<file path="src/rtl/ex_stage.sv">
// ---------------------------------------------------------------------------
// ex_stage -- execute stage of a simple in-order pipeline.
//
// Holds the ID/EX pipeline register, resolves operand forwarding from the
// EX/MEM register and the writeback port, stalls on load-use hazards, drives
// operands to an external combinational ALU, resolves taken branches into a
// fetch redirect, and holds the EX/MEM register towards the memory stage.
//
// Ports
//   clk, rst_n                 clock, asynchronous active-low reset
//   id_valid / id_ready        decode -> execute handshake
//   id_pc, id_imm              instruction address and immediate
//   id_rs1_data, id_rs2_data   register-file read data captured at decode
//   id_rs1, id_rs2, id_rd      register indices
//   id_alu_op                  requested ALU operation
//   id_use_imm, id_is_branch,
//   id_is_load, id_reg_write   control flags
//   alu_op1, alu_op2,
//   alu_operation              operands / operation driven to the ALU
//   alu_result                 combinational ALU result for those operands
//   wb_valid, wb_rd, wb_data   writeback forwarding source
//   mem_valid / mem_ready      execute -> memory handshake
//   mem_result, mem_rs2_data,
//   mem_rd, mem_is_load,
//   mem_reg_write              EX/MEM register contents
//   redirect_valid,
//   redirect_pc                taken-branch redirect to fetch
// ---------------------------------------------------------------------------

package core_pkg;

   typedef enum logic [3:0] {
      ALU_ADD  = 4'd0,
      ALU_SUB  = 4'd1,
      ALU_AND  = 4'd2,
      ALU_OR   = 4'd3,
      ALU_XOR  = 4'd4,
      ALU_SLL  = 4'd5,
      ALU_SRL  = 4'd6,
      ALU_SRA  = 4'd7,
      ALU_SLT  = 4'd8,
      ALU_SLTU = 4'd9,
      ALU_BEQ  = 4'd10,
      ALU_BNE  = 4'd11,
      ALU_BLT  = 4'd12,
      ALU_BGE  = 4'd13,
      ALU_BGEU = 4'd14,
      ALU_BLTU = 4'd15
   } alu_op_t;

   // Branch compares occupy the top of the encoding, BEQ upwards.
   function automatic logic is_branch_op(input alu_op_t op);
      return (op >= ALU_BEQ);
   endfunction

endpackage

module ex_stage
   import core_pkg::*;
#(
   parameter int Data_Width = 32
) (
   input  logic                  clk,
   input  logic                  rst_n,

   input  logic                  id_valid,
   output logic                  id_ready,
   input  logic [Data_Width-1:0] id_pc,
   input  logic [Data_Width-1:0] id_imm,
   input  logic [Data_Width-1:0] id_rs1_data,
   input  logic [Data_Width-1:0] id_rs2_data,
   input  logic [4:0]            id_rs1,
   input  logic [4:0]            id_rs2,
   input  logic [4:0]            id_rd,
   input  alu_op_t               id_alu_op,
   input  logic                  id_use_imm,
   input  logic                  id_is_branch,
   input  logic                  id_is_load,
   input  logic                  id_reg_write,

   output logic [Data_Width-1:0] alu_op1,
   output logic [Data_Width-1:0] alu_op2,
   output alu_op_t               alu_operation,
   input  logic [Data_Width-1:0] alu_result,

   input  logic                  wb_valid,
   input  logic [4:0]            wb_rd,
   input  logic [Data_Width-1:0] wb_data,

   output logic                  mem_valid,
   input  logic                  mem_ready,
   output logic [Data_Width-1:0] mem_result,
   output logic [Data_Width-1:0] mem_rs2_data,
   output logic [4:0]            mem_rd,
   output logic                  mem_is_load,
   output logic                  mem_reg_write,

   output logic                  redirect_valid,
   output logic [Data_Width-1:0] redirect_pc
);

   // ------------------------------------------------------------------
   // ID/EX register
   // ------------------------------------------------------------------
   logic                  ex_valid_q,     ex_valid_d;
   logic [Data_Width-1:0] pc_q,           pc_d;
   logic [Data_Width-1:0] imm_q,          imm_d;
   logic [Data_Width-1:0] rs1_data_q,     rs1_data_d;
   logic [Data_Width-1:0] rs2_data_q,     rs2_data_d;
   logic [4:0]            rs1_q,          rs1_d;
   logic [4:0]            rs2_q,          rs2_d;
   logic [4:0]            rd_q,           rd_d;
   alu_op_t               alu_op_q,       alu_op_d;
   logic                  use_imm_q,      use_imm_d;
   logic                  is_branch_q,    is_branch_d;
   logic                  is_load_q,      is_load_d;
   logic                  reg_write_q,    reg_write_d;

   // ------------------------------------------------------------------
   // EX/MEM register
   // ------------------------------------------------------------------
   logic                  mem_valid_q,     mem_valid_d;
   logic [Data_Width-1:0] mem_result_q,    mem_result_d;
   logic [Data_Width-1:0] mem_rs2_data_q,  mem_rs2_data_d;
   logic [4:0]            mem_rd_q,        mem_rd_d;
   logic                  mem_is_load_q,   mem_is_load_d;
   logic                  mem_reg_write_q, mem_reg_write_d;

   // ------------------------------------------------------------------
   // Execute-cycle combinational signals
   // ------------------------------------------------------------------
   logic [Data_Width-1:0] fwd_rs1;
   logic [Data_Width-1:0] fwd_rs2;
   logic                  mem_fwd_ok;
   logic                  mem_load_pending;
   logic                  hold;
   logic                  ex_fire;
   logic                  ex_branch;
   logic                  take_branch;
   logic [Data_Width-1:0] branch_target;

   // A branch is recognised either by its decode flag or by its opcode, so
   // operand mapping, redirect and write suppression always agree.
   assign ex_branch = is_branch_q | is_branch_op(alu_op_q);

   // A load result is not available until it reaches writeback, so an
   // EX/MEM load is never a forwarding source; it stalls instead.
   assign mem_fwd_ok       = mem_valid_q & mem_reg_write_q & ~mem_is_load_q;
   assign mem_load_pending = mem_valid_q & mem_is_load_q & (mem_rd_q != 5'd0);

   assign hold = ex_valid_q & mem_load_pending &
                 ((mem_rd_q == rs1_q) | (mem_rd_q == rs2_q));

   assign ex_fire  = ex_valid_q & ~hold & (~mem_valid_q | mem_ready);
   assign id_ready = ~ex_valid_q | ex_fire;

   // Forwarding priority: EX/MEM, then WB, then the captured value.
   // x0 is hard-wired and always uses the captured value.
   always_comb begin
      // NOTE: every combinationally assigned variable gets a default first,
      // so no path leaves it unassigned and no latch is inferred.
      fwd_rs1 = rs1_data_q;
      fwd_rs2 = rs2_data_q;
      if (rs1_q != 5'd0) begin
         if (mem_fwd_ok && (mem_rd_q == rs1_q)) begin
            fwd_rs1 = mem_result_q;
         end else if (wb_valid && (wb_rd == rs1_q)) begin
            fwd_rs1 = wb_data;
         end
      end
      if (rs2_q != 5'd0) begin
         if (mem_fwd_ok && (mem_rd_q == rs2_q)) begin
            fwd_rs2 = mem_result_q;
         end else if (wb_valid && (wb_rd == rs2_q)) begin
            fwd_rs2 = wb_data;
         end
      end
   end

   // Operand mapping. The ALU computes SUB as op2 - op1, hence the swap.
   // Shifts follow the regular mapping; the ALU takes op2[4:0] as amount.
   always_comb begin
      alu_operation = ALU_ADD;
      alu_op1       = '0;
      alu_op2       = '0;
      if (ex_valid_q) begin
         alu_operation = alu_op_q;
         if (ex_branch) begin
            alu_op1 = fwd_rs1;
            alu_op2 = fwd_rs2;
         end else if (alu_op_q == ALU_SUB) begin
            alu_op1 = fwd_rs2;
            alu_op2 = fwd_rs1;
         end else begin
            alu_op1 = fwd_rs1;
            alu_op2 = use_imm_q ? imm_q : fwd_rs2;
         end
      end
   end

   // Target adder is local so the ALU is free for the compare; it wraps.
   assign branch_target  = pc_q + imm_q;
   assign take_branch    = ex_fire & ex_branch & alu_result[0];
   assign redirect_valid = take_branch;
   assign redirect_pc    = take_branch ? branch_target : '0;

   // ------------------------------------------------------------------
   // ID/EX next state
   // ------------------------------------------------------------------
   always_comb begin
      ex_valid_d  = ex_valid_q;
      pc_d        = pc_q;
      imm_d       = imm_q;
      rs1_data_d  = rs1_data_q;
      rs2_data_d  = rs2_data_q;
      rs1_d       = rs1_q;
      rs2_d       = rs2_q;
      rd_d        = rd_q;
      alu_op_d    = alu_op_q;
      use_imm_d   = use_imm_q;
      is_branch_d = is_branch_q;
      is_load_d   = is_load_q;
      reg_write_d = reg_write_q;

      if (take_branch) begin
         // The instruction being offered is on the wrong path: the
         // handshake completes (id_ready is high) but it is squashed.
         ex_valid_d = 1'b0;
      end else if (id_valid && id_ready) begin
         ex_valid_d  = 1'b1;
         pc_d        = id_pc;
         imm_d       = id_imm;
         rs1_data_d  = id_rs1_data;
         rs2_data_d  = id_rs2_data;
         rs1_d       = id_rs1;
         rs2_d       = id_rs2;
         rd_d        = id_rd;
         alu_op_d    = id_alu_op;
         use_imm_d   = id_use_imm;
         is_branch_d = id_is_branch;
         is_load_d   = id_is_load;
         reg_write_d = id_reg_write;
      end else if (ex_fire) begin
         ex_valid_d = 1'b0;
      end
   end

   // ------------------------------------------------------------------
   // EX/MEM next state. Payload only changes on ex_fire, and ex_fire
   // requires the slot to be empty or draining, so a stalled entry is
   // never disturbed.
   // ------------------------------------------------------------------
   always_comb begin
      mem_valid_d     = mem_valid_q;
      mem_result_d    = mem_result_q;
      mem_rs2_data_d  = mem_rs2_data_q;
      mem_rd_d        = mem_rd_q;
      mem_is_load_d   = mem_is_load_q;
      mem_reg_write_d = mem_reg_write_q;

      if (ex_fire) begin
         mem_valid_d     = 1'b1;
         mem_result_d    = alu_result;
         mem_rs2_data_d  = fwd_rs2;
         mem_rd_d        = rd_q;
         mem_is_load_d   = is_load_q;
         mem_reg_write_d = reg_write_q & ~ex_branch;
      end else if (mem_ready) begin
         mem_valid_d = 1'b0;
      end
   end

   // ------------------------------------------------------------------
   // State registers
   // ------------------------------------------------------------------
   always_ff @(posedge clk or negedge rst_n) begin
      if (!rst_n) begin
         // NOTE: payload registers are cleared along with the valid bits so
         // the outputs read a defined 0 throughout reset, not stale data.
         ex_valid_q      <= 1'b0;
         pc_q            <= '0;
         imm_q           <= '0;
         rs1_data_q      <= '0;
         rs2_data_q      <= '0;
         rs1_q           <= '0;
         rs2_q           <= '0;
         rd_q            <= '0;
         alu_op_q        <= ALU_ADD;
         use_imm_q       <= 1'b0;
         is_branch_q     <= 1'b0;
         is_load_q       <= 1'b0;
         reg_write_q     <= 1'b0;
         mem_valid_q     <= 1'b0;
         mem_result_q    <= '0;
         mem_rs2_data_q  <= '0;
         mem_rd_q        <= '0;
         mem_is_load_q   <= 1'b0;
         mem_reg_write_q <= 1'b0;
      end else begin
         // NOTE: non-blocking assignments so every register samples the
         // pre-edge values, independent of statement order.
         ex_valid_q      <= ex_valid_d;
         pc_q            <= pc_d;
         imm_q           <= imm_d;
         rs1_data_q      <= rs1_data_d;
         rs2_data_q      <= rs2_data_d;
         rs1_q           <= rs1_d;
         rs2_q           <= rs2_d;
         rd_q            <= rd_d;
         alu_op_q        <= alu_op_d;
         use_imm_q       <= use_imm_d;
         is_branch_q     <= is_branch_d;
         is_load_q       <= is_load_d;
         reg_write_q     <= reg_write_d;
         mem_valid_q     <= mem_valid_d;
         mem_result_q    <= mem_result_d;
         mem_rs2_data_q  <= mem_rs2_data_d;
         mem_rd_q        <= mem_rd_d;
         mem_is_load_q   <= mem_is_load_d;
         mem_reg_write_q <= mem_reg_write_d;
      end
   end

   assign mem_valid     = mem_valid_q;
   assign mem_result    = mem_result_q;
   assign mem_rs2_data  = mem_rs2_data_q;
   assign mem_rd        = mem_rd_q;
   assign mem_is_load   = mem_is_load_q;
   assign mem_reg_write = mem_reg_write_q;

endmodule

</file>
<file path="config.mk">
export PLATFORM = sky130hd
export DESIGN_NAME = ex_stage
export DESIGN_NICKNAME = d
export VERILOG_FILES = /design/src/rtl/ex_stage.sv
export SDC_FILE = /design/constraint.sdc
export NUM_CORES = 1
export LEC_CHECK = 0
export CAP_MARGIN = 25
export CELL_PAD_IN_SITES_DETAIL_PLACEMENT = 0
export CELL_PAD_IN_SITES_GLOBAL_PLACEMENT = 1
export CORE_UTILIZATION = 30
export CTS_CLUSTER_SIZE = 16
export DETAILED_ROUTE_END_ITERATION = 10
export HOLD_SLACK_MARGIN = 0.03
export PLACE_DENSITY = 0.74
export SLEW_MARGIN = 20
export SYNTH_ARGS = -nofsm -noshare
export SYNTH_HDL_FRONTEND = slang
export SYNTH_SLANG_ARGS = --single-unit
export TNS_END_PERCENT = 50
</file>
<file path="constraint.sdc">
create_clock -name clk -period 5.47 [get_ports clk]
set_clock_uncertainty 0.2 [all_clocks]
set_input_delay 1.3675 -clock clk [delete_from_list [all_inputs] [get_ports clk]]
set_output_delay 1.3675 -clock clk [all_outputs]
set_load 0.01 [all_outputs]
</file>
==> Yosys cells after proc, flatten, opt, wreduce, memory -nomap -nowiden <==
Cells that the tools add are included.
{ "word_totals": {"output_inout_bits": 174, "in_bits": 225, "reg_bits": 224} }
{ "op_classes": {"order_cmp": 1, "muxes": 20, "n_eq_ne": 5, "n_bitwise": 21, "addsub": 1, "n_reduce_logical": 11} }
{ "ops": {"columns": ["operator", "count"], "rows": [
  ["32-bit two-way mux", 14],
  ["32-bit adder", 1],
  ["5-bit equality test", 4],
  ["5-bit nonzero test", 3],
  ["1-bit bitwise AND", 11],
  ["1-bit inverter", 6],
  ["1-bit logical AND", 5],
  ["1-bit two-way mux", 5],
  ["4-bit by 1-bit equality test with 1-bit output, second input constant", 1],
  ["4-bit >= comparator, second input constant", 1],
  ["4-bit two-way mux", 1],
  ["1-bit OR", 4],
  ["3-bit nonzero test", 1],
  ["2-bit AND reduction", 1],
  ["2-bit nonzero test", 1]
]} }

==> Depth between registers and ports, before layout <==
Gate-level depths: netlist of the first run.
{ "logic_depth": {"depth_word": 11, "depth_mapped": 11} }

==> Worst setup path after synthesis of the first run <==
No wires, ideal clock.
{ "synth_timing": {"path_kind": "input -> output", "from": "in wb_rd[2]", "to": "out alu_op2[10]", "stages": 9, "slack_ns": 0.874, "t_arrival_ns": 3.029, "cell_sequence": "xor2_1 -> nor4_1 -> nand3_1 -> a21oi_1 -> nand2b_1 -> buf_2 -> buf_2 -> nor2_1 -> a211oi_1"} }
{ "synth_between": {"elab_chain_len": 9} }
{ "synth_rtl": {"columns": ["item", "line_no", "rtl"], "rows": [
  ["start, declared", "87", "input logic [4:0] wb_rd,"],
  ["5-bit equality test", "174", "end else if (wb_valid && (wb_rd == rs2_q)) begin"],
  ["1-bit logical AND", "174", null],
  ["32-bit two-way mux", "174", null],
  ["32-bit two-way mux", "172", "if (mem_fwd_ok && (mem_rd_q == rs2_q)) begin"],
  ["32-bit two-way mux", "171", "if (rs2_q != 5'd0) begin"],
  ["32-bit two-way mux", "196", "alu_op2 = use_imm_q ? imm_q : fwd_rs2;"],
  ["32-bit two-way mux", "191", "end else if (alu_op_q == ALU_SUB) begin"],
  ["32-bit two-way mux *", "188", "if (ex_branch) begin"],
  ["32-bit two-way mux *", "186", "if (ex_valid_q) begin"],
  ["end, declared", "82", "output logic [Data_Width-1:0] alu_op2,"]
]} }
Mark *: on every way between the ends. The rest lies on a longest branch, timed or not.

==> Worst setup path after layout of the first run <==
{ "layout_timing": {"from": "in wb_rd[1]", "to": "out alu_op2[19]"} }
Same word-level chain as after synthesis.

==> results of run 1 <==
routing by layer:
| layer | vias to the layer above | GRT usage [%] |
|---|---|---|
| met5 | - | 0 |
| met4 | 6 | 6.947 |
| met3 | 107 | 5.578 |
| met2 | 636 | 38.94 |
| met1 | 6274 | 31.98 |
| li1 | 5712 | - |
registers in the layout, summed over array words and instances, names as in the netlist:
name and count:
imm_q 32, mem_rd 5, mem_result 32, rs1_q 5
rs2_data_q 32, use_imm_q 1, rd_q 5, mem_valid 1
rs2_q 5, mem_reg_write 1, reg_write_q 1, rs1_data_q 32
mem_rs2_data 32, mem_is_load 1, is_branch_q 1, pc_q 32
ex_valid_q 1, is_load_q 1, alu_op_q 4
placed cells by master (no fill, tap or decap), drive strengths merged, types with 20 or more instances in the layout:
master,Yosys,routed
ha,31,31
o22ai,39,39
o221ai,26,26
and3,20,20
buf,31,70
dfrtp,224,224
o221a,25,25
dlygate4sd2,0,45
a31oi,70,70
nor4,41,41
clkdlybuf4s50,0,328
nand2,82,82
mux2,189,189
o21a,35,35
clkbuf,75,41
inv,42,43
a211oi,32,32
a21oi,35,35
nor2,108,108
o21ai,63,63
logic make-up (layout without fill, tap and decap cells):
group	after synthesis	in the layout	share of synthesized area [%]
compound gates	357	357	18.71
xor+xnor	33	33	2.192
fa+ha+maj	32	32	3.094
buf+inv	148	563	4.869
flops	224	224	42.52
mux	195	195	16.60
other cells	0	3	0
simple gates	331	331	12.02
timing repair:
action	in CTS	in global routing
setup endpoints to repair	70	68
setup buffers	3	8
pin swaps	12	6
cloned	1	3
resized for setup	93	51
power breakdown:
part / leakage [nW] / switching (mW) / internal (mW)
Sequential: 2.63 / 0.974 / 2.53
Combinational: 4.93 / 4.00 / 3.76
Clock: 0.521 / 0.804 / 1.40
worst max path at each step:
stage	from	end	slack (ps)
2_1_floorplan	wb_rd[2]	alu_op2[10]	870
3_3_place_gp	wb_rd[2]	alu_op2[31]	-580
3_5_place_dp	wb_rd[2]	alu_op2[31]	-570
4_1_cts	wb_rd[3]	alu_op1[5]	-150
5_1_grt	wb_rd[1]	alu_op2[19]	-60
6_report	wb_rd[1]	alu_op2[19]	30
layout make-up:
type                       instances  area (um2)  area share (%)
tap                              585       732.0           3.734
antenna                            3       7.507         0.03830
inverter                          42       157.7          0.8043
sequential                       224        5612           28.63
clock inverter                    15       286.5           1.462
timing repair buffer             469        4745           24.21
clock buffer                      37       795.8           4.060
multi-input combinational        948        7264           37.06
critical path, stage by stage:
cell and delay [ps]:
dlygate4sd2_1 270, xor2_1 160, nor4_2 380, buf_4 180, nand3_2 90, a21oi_4 180
buf_4 190, buf_12 160, buf_4 140, buf_4 100, o22ai_2 80, a211oi_2 270
dlygate4sd2_1 300
stage by stage:
stage	hold slack [ps]	TNS, ps	utilization (%)	instances
3_5_place_dp	270.8	-25300	41.79	2253
5_1_grt	302.2	-156.7	45.39	2321
3_3_place_gp	265.5	-24510	41.79	2253
6_report	283.6	0	45.40	2323
4_1_cts	284.7	-2242	44.70	2309
2_1_floorplan	254.1	0	-	1320
==> results.txt, run 1 <==
status: completed
P_leak: 8.089 nW
vias per inst: 5.482
mapped cell area: 13180 um2
top-count cell post-synth: dfrtp_1
FF-to-FF setup slack: 1680 ps
DR WL met3: 4553 um
register bit count reported by yosys: 224
pwr dens: 686.8 nW/um2
fin. max-slew vios: 0
die area: 44790 um2
register area share after synthesis: 42.52%
worst-skew pair later-pin latency: 570 ps
hold path cells: 2
critical path data required time: 3900 ps
Initial DRC Count: 957
# setup viols final: 0
Sink Count: 224
R2R Path Start: rs2_q[1]$_DFFE_PN0P_
largest net degree at the start of global routing: 99
CTS Buffer Depth: 3
min Tclk post-route: 5437 ps
Slew @ Worst Pin: 1019 ps
hold endpoint: mem_rs2_data[0]$_DFFE_PN0P_
H-tree levels: 1
routed len/inst: 24.14 um
Die W: 211.6 um
FP Rows: 76
initial antenna violation count: 7
number of synthesized flops with an enable pin: 0
synthesized area per cell: 9.988 um2
global route overflow: 0
DRT Pass-1 Iters: 7
DPL Wire Length: 40230 um
crit end category: primary output
synth top area cells: dfrtp_1 43%, mux2_2 8.5%, mux2_1 7.7%, a31oi_1 3.3%, nor2_1 3.1%
Hold Path Class: flop to flop
Syn Inst Count: 1320
placed inst area: 18040 um2
Post-Syn Nets: 1577
DRC Markers: 0
io pins: 399
Tot Pwr: 13.46 mW
VDD IR max: 0.3533 mV
vias in the first global route: 12569
global placer's final weighted congestion: 0.8822
die height: 211.6 um
reg-to-reg critical path endpoint: imm_q[3]$_DFFE_PN0P_
CTS tree: built
Synth top area share: 42.52%
Core Box Area: 43170 um2
hold_sp: mem_rs2_data[0]$_DFFE_PN0P_
Post-Layout Inst Area: 19600 um2
fillers: 4096
share of layout cells above drive strength 1: 18.21%
Port-buffer cells: 398
fin nets: 1971
RSZ-0062 raised after global routing: true
Max Freq: 183.9 MHz
final hold violation count: 0
largest area contributor in the netlist: dfrtp_1
CP Data Arrival Time: 3870 ps
max-cap violations: 0
TritonCTS Buffers: 29
CP startpoint kind: input pin
post-route setup slack: 33.18 ps
Primary FF master, synth: dfrtp_1
remaining antenna violation count: 0
first-pass GRT wire length: 80590 um
Initial Utilization: 30.54%
Total GRT Usage: 24.09%
Register-to-Register Path Depth: 12
WL met1: 23820 um
yosys warns: 0
clock root cell: clkbuf_16
Worst Path Max Fanout: 8
Clock transition at path regs: 60 ps
routed wire length: 56070 um
synthesis-to-layout area growth: 48.67%
fin crit share: 99.39%
kind of critical path: input pin to primary output
relative slew slack: 31.91%
Detail Route met2 WL: 25730 um
top cells by count, synth: 224 x dfrtp_1, 108 x nor2_1, 99 x mux2_2, 90 x mux2_1, 82 x nand2_1
Setup WS pre-CTS: -568.0 ps
via count: 12735
max layer used: met5
FFs w/ async S/R, synth: 100.0%
Cell variety after synth: 60
CTS Hold Bufs: 0
Note: power is estimated with default switching activity, not from simulation.
==> run 2: changes to the inputs <==
--- a/config.mk
+++ b/config.mk
@@ -11,6 +11,7 @@
 export CORE_UTILIZATION = 30
 export CTS_CLUSTER_SIZE = 16
 export DETAILED_ROUTE_END_ITERATION = 10
+export GPL_ROUTABILITY_DRIVEN = 0
 export HOLD_SLACK_MARGIN = 0.03
 export PLACE_DENSITY = 0.74
 export SLEW_MARGIN = 20
==> run 2 against run 1 <==
Utilization down 1.1 points. First-iteration DRC count up 1.9%. Worst setup slack better by 28 ps. Critical endpoint is now alu_op1[2]. Cell count down 0.90%. Worst hold slack worse by 6.5 ps. Highest routed layer unchanged. Die area unchanged. Global-route usage down 0.21 points. Total power down 3.3%.
==> results.txt, run 2 (synthesis results as in run 1) <==
vias per inst: 5.510
routed wire length: 55020 um
NetSw: 5.714 mW
via count: 12683
area of the multi-input gates: 7166 um2
fin nets: 1953
P_leak: 7.790 nW
CP Data Arrival Time: 3840 ps
initial antenna violation count: 5
pwr dens: 680.2 nW/um2
TritonCTS Buffers: 28
min Tclk post-route: 5409 ps
Max Freq: 184.9 MHz
Setup TNS: 0 ps
synthesis-to-layout area growth: 45.16%
Core Box Area: 43170 um2
Sink Count: 224
vias in the first global route: 12452
io pins: 399
routed len/inst: 23.90 um
clock root cell: clkbuf_16
max incr delay on CP: 450 ps
Clock transition at path regs: 60 ps
hold slack: 277.2 ps
internal power: 7.303 mW
Port-buffer cells: 398
status: completed
VDD IR max: 0.2913 mV
commonest non-fill, non-tap cell in the layout: clkdlybuf4s50_1
relative slew slack: 36.34%
R2R Path Start: rs2_q[0]$_DFFE_PN0P_
fin crit share: 98.88%
slowest CP cell: clkdlybuf4s50_1
first-pass GRT wire length: 80320 um
Register-to-Register Path Depth: 9
Seq pwr share: 26.8%
Hold Path Class: flop to flop
Sw Share: 43.89%
max-cap violations: 0
share of layout cells above drive strength 1: 15.99%
kind of critical path: input pin to primary output
remaining antenna violation count: 0
FP Rows: 76
H-tree levels: 1
crit end category: primary output
RSZ-0062 raised after global routing: true
Worst Path Max Fanout: 22
critical path data required time: 3900 ps
CTS Buffer Depth: 3
Setup WS pre-CTS: -426.9 ps
hold path cells: 2
Comb pwr share: 58.4%
# setup viols final: 0
Initial Utilization: 30.54%
DRT Pass-1 Iters: 5
CP startpoint kind: input pin
Sequential Area: 5609 um2
FF-to-FF setup slack: 1860 ps
Die W: 211.6 um
Total GRT Usage: 23.87%
final hold violation count: 0
DRC Markers: 0
hold endpoint: mem_rs2_data[8]$_DFFE_PN0P_
reg-to-reg critical path endpoint: mem_rd[3]$_DFFE_PN0P_
Critical Path, Cell by Cell: clkdlybuf4s50_1 -> xor2_1 -> nor4_2 -> buf_4 -> and3_4 -> buf_12 -> a31oi_1 -> o22ai_1 -> nor2_1 -> o21a_1 -> dlygate4sd2_1
CTS tree: built
hold_sp: mem_rs2_data[8]$_DFFE_PN0P_
fillers: 4179
post-route setup slack: 61.42 ps
global route overflow: 0
fin. max-slew vios: 0
clock share of power: 14.8%
worst-skew pair later-pin latency: 580 ps
DPL Wire Length: 39780 um
most frequent cells in the layout: 328 x clkdlybuf4s50_1, 223 x dfrtp_1, 105 x nor2_1
die height: 211.6 um
Slew @ Worst Pin: 952.7 ps
die area: 44790 um2
largest net degree at the start of global routing: 103
Initial DRC Count: 975
-- run 2: cell count changes in the layout (fill, tap and decap cells not counted), sizes merged --
cell           delta
clkinv            +5
bufinv            -4
buf              -16
clkdlybuf4s15     -2
clkinvlp          -2
clkbuf            -2
inv               -1
dlygate4sd2      +13
dlymetal6s2s     -12
-- run 2: what timing repair did --
action                     in CTS  in global routing
hold buffers                    0                  0
resized for setup              84                 38
cloned                          1                  1
buffers inserted                1                  2
pin swaps                       5                  5
setup endpoints to repair      67                 54
-- run 2: power groups by stage --
stage,combinational (mW),clock (mW),sequential [mW]
floorplan,4.47,0,3.14
global placement,7.60,0,3.47
detailed placement,7.65,0,3.49
CTS,7.49,1.96,3.47
global route,8.16,2.03,3.59
finish,7.60,1.93,3.49
-- run 2: how the worst max path moves through the flow --
stage,from,to,cells past startpoint
after floorplan,wb_rd[2],alu_op2[10],9
after global placement,wb_rd[2],alu_op2[31],11
after detailed placement,wb_rd[2],alu_op2[19],11
after CTS,wb_rd[1],alu_op1[15],10
after global routing,imm_q[0]$_DFFE_PN0P_,redirect_pc[14],11
final,wb_rd[1],alu_op1[2],11
-- run 2: stage by stage --
| step | area, um2 | power, mW | instances | utilization, % |
|---|---|---|---|---|
| final | 19140 | 13.02 | 2302 | 44.33 |
| after global routing | 19130 | 13.78 | 2299 | 44.31 |
| after CTS | 18990 | 12.92 | 2296 | 43.98 |
| after detailed placement | 18010 | 11.14 | 2246 | 41.73 |
| after global placement | 18010 | 11.07 | 2246 | 41.73 |
| after floorplan | 13180 | 7.610 | 1320 | - |
-- run 2: routing by layer --
metal / GRT usage (%) / part of all wire (%)
met5: 0 / 0.069
met4: 5.522 / 2.4
met3: 4.777 / 8.1
met2: 38.95 / 46
met1: 32.38 / 43
-- run 2: cell type report --
type	count	area share (%)
flip-flops and latches	224	29.31
diodes	3	0.03923
inverters	42	0.8238
clock buffers	35	3.903
repair buffers	452	23.72
multi-input cells	948	37.44
clock inverters	13	0.9349
well taps	585	3.825
-- run 2: worst max-delay path: cells and delay by family --
| kind | cells | cell delay, ps |
|---|---|---|
| simple gates | 3 | 580 |
| compound gates | 3 | 610 |
| buf+inv | 4 | 1110 |
| xor+xnor | 1 | 160 |
==> run 3: changes to the inputs <==
--- a/config.mk
+++ b/config.mk
@@ -8,6 +8,7 @@
 export CAP_MARGIN = 25
 export CELL_PAD_IN_SITES_DETAIL_PLACEMENT = 0
 export CELL_PAD_IN_SITES_GLOBAL_PLACEMENT = 1
+export CORE_MARGIN = 1
 export CORE_UTILIZATION = 30
 export CTS_CLUSTER_SIZE = 16
 export DETAILED_ROUTE_END_ITERATION = 10
==> results of run 3 <==
The final DEF is identical to that of run 2; final timing and power are the same.
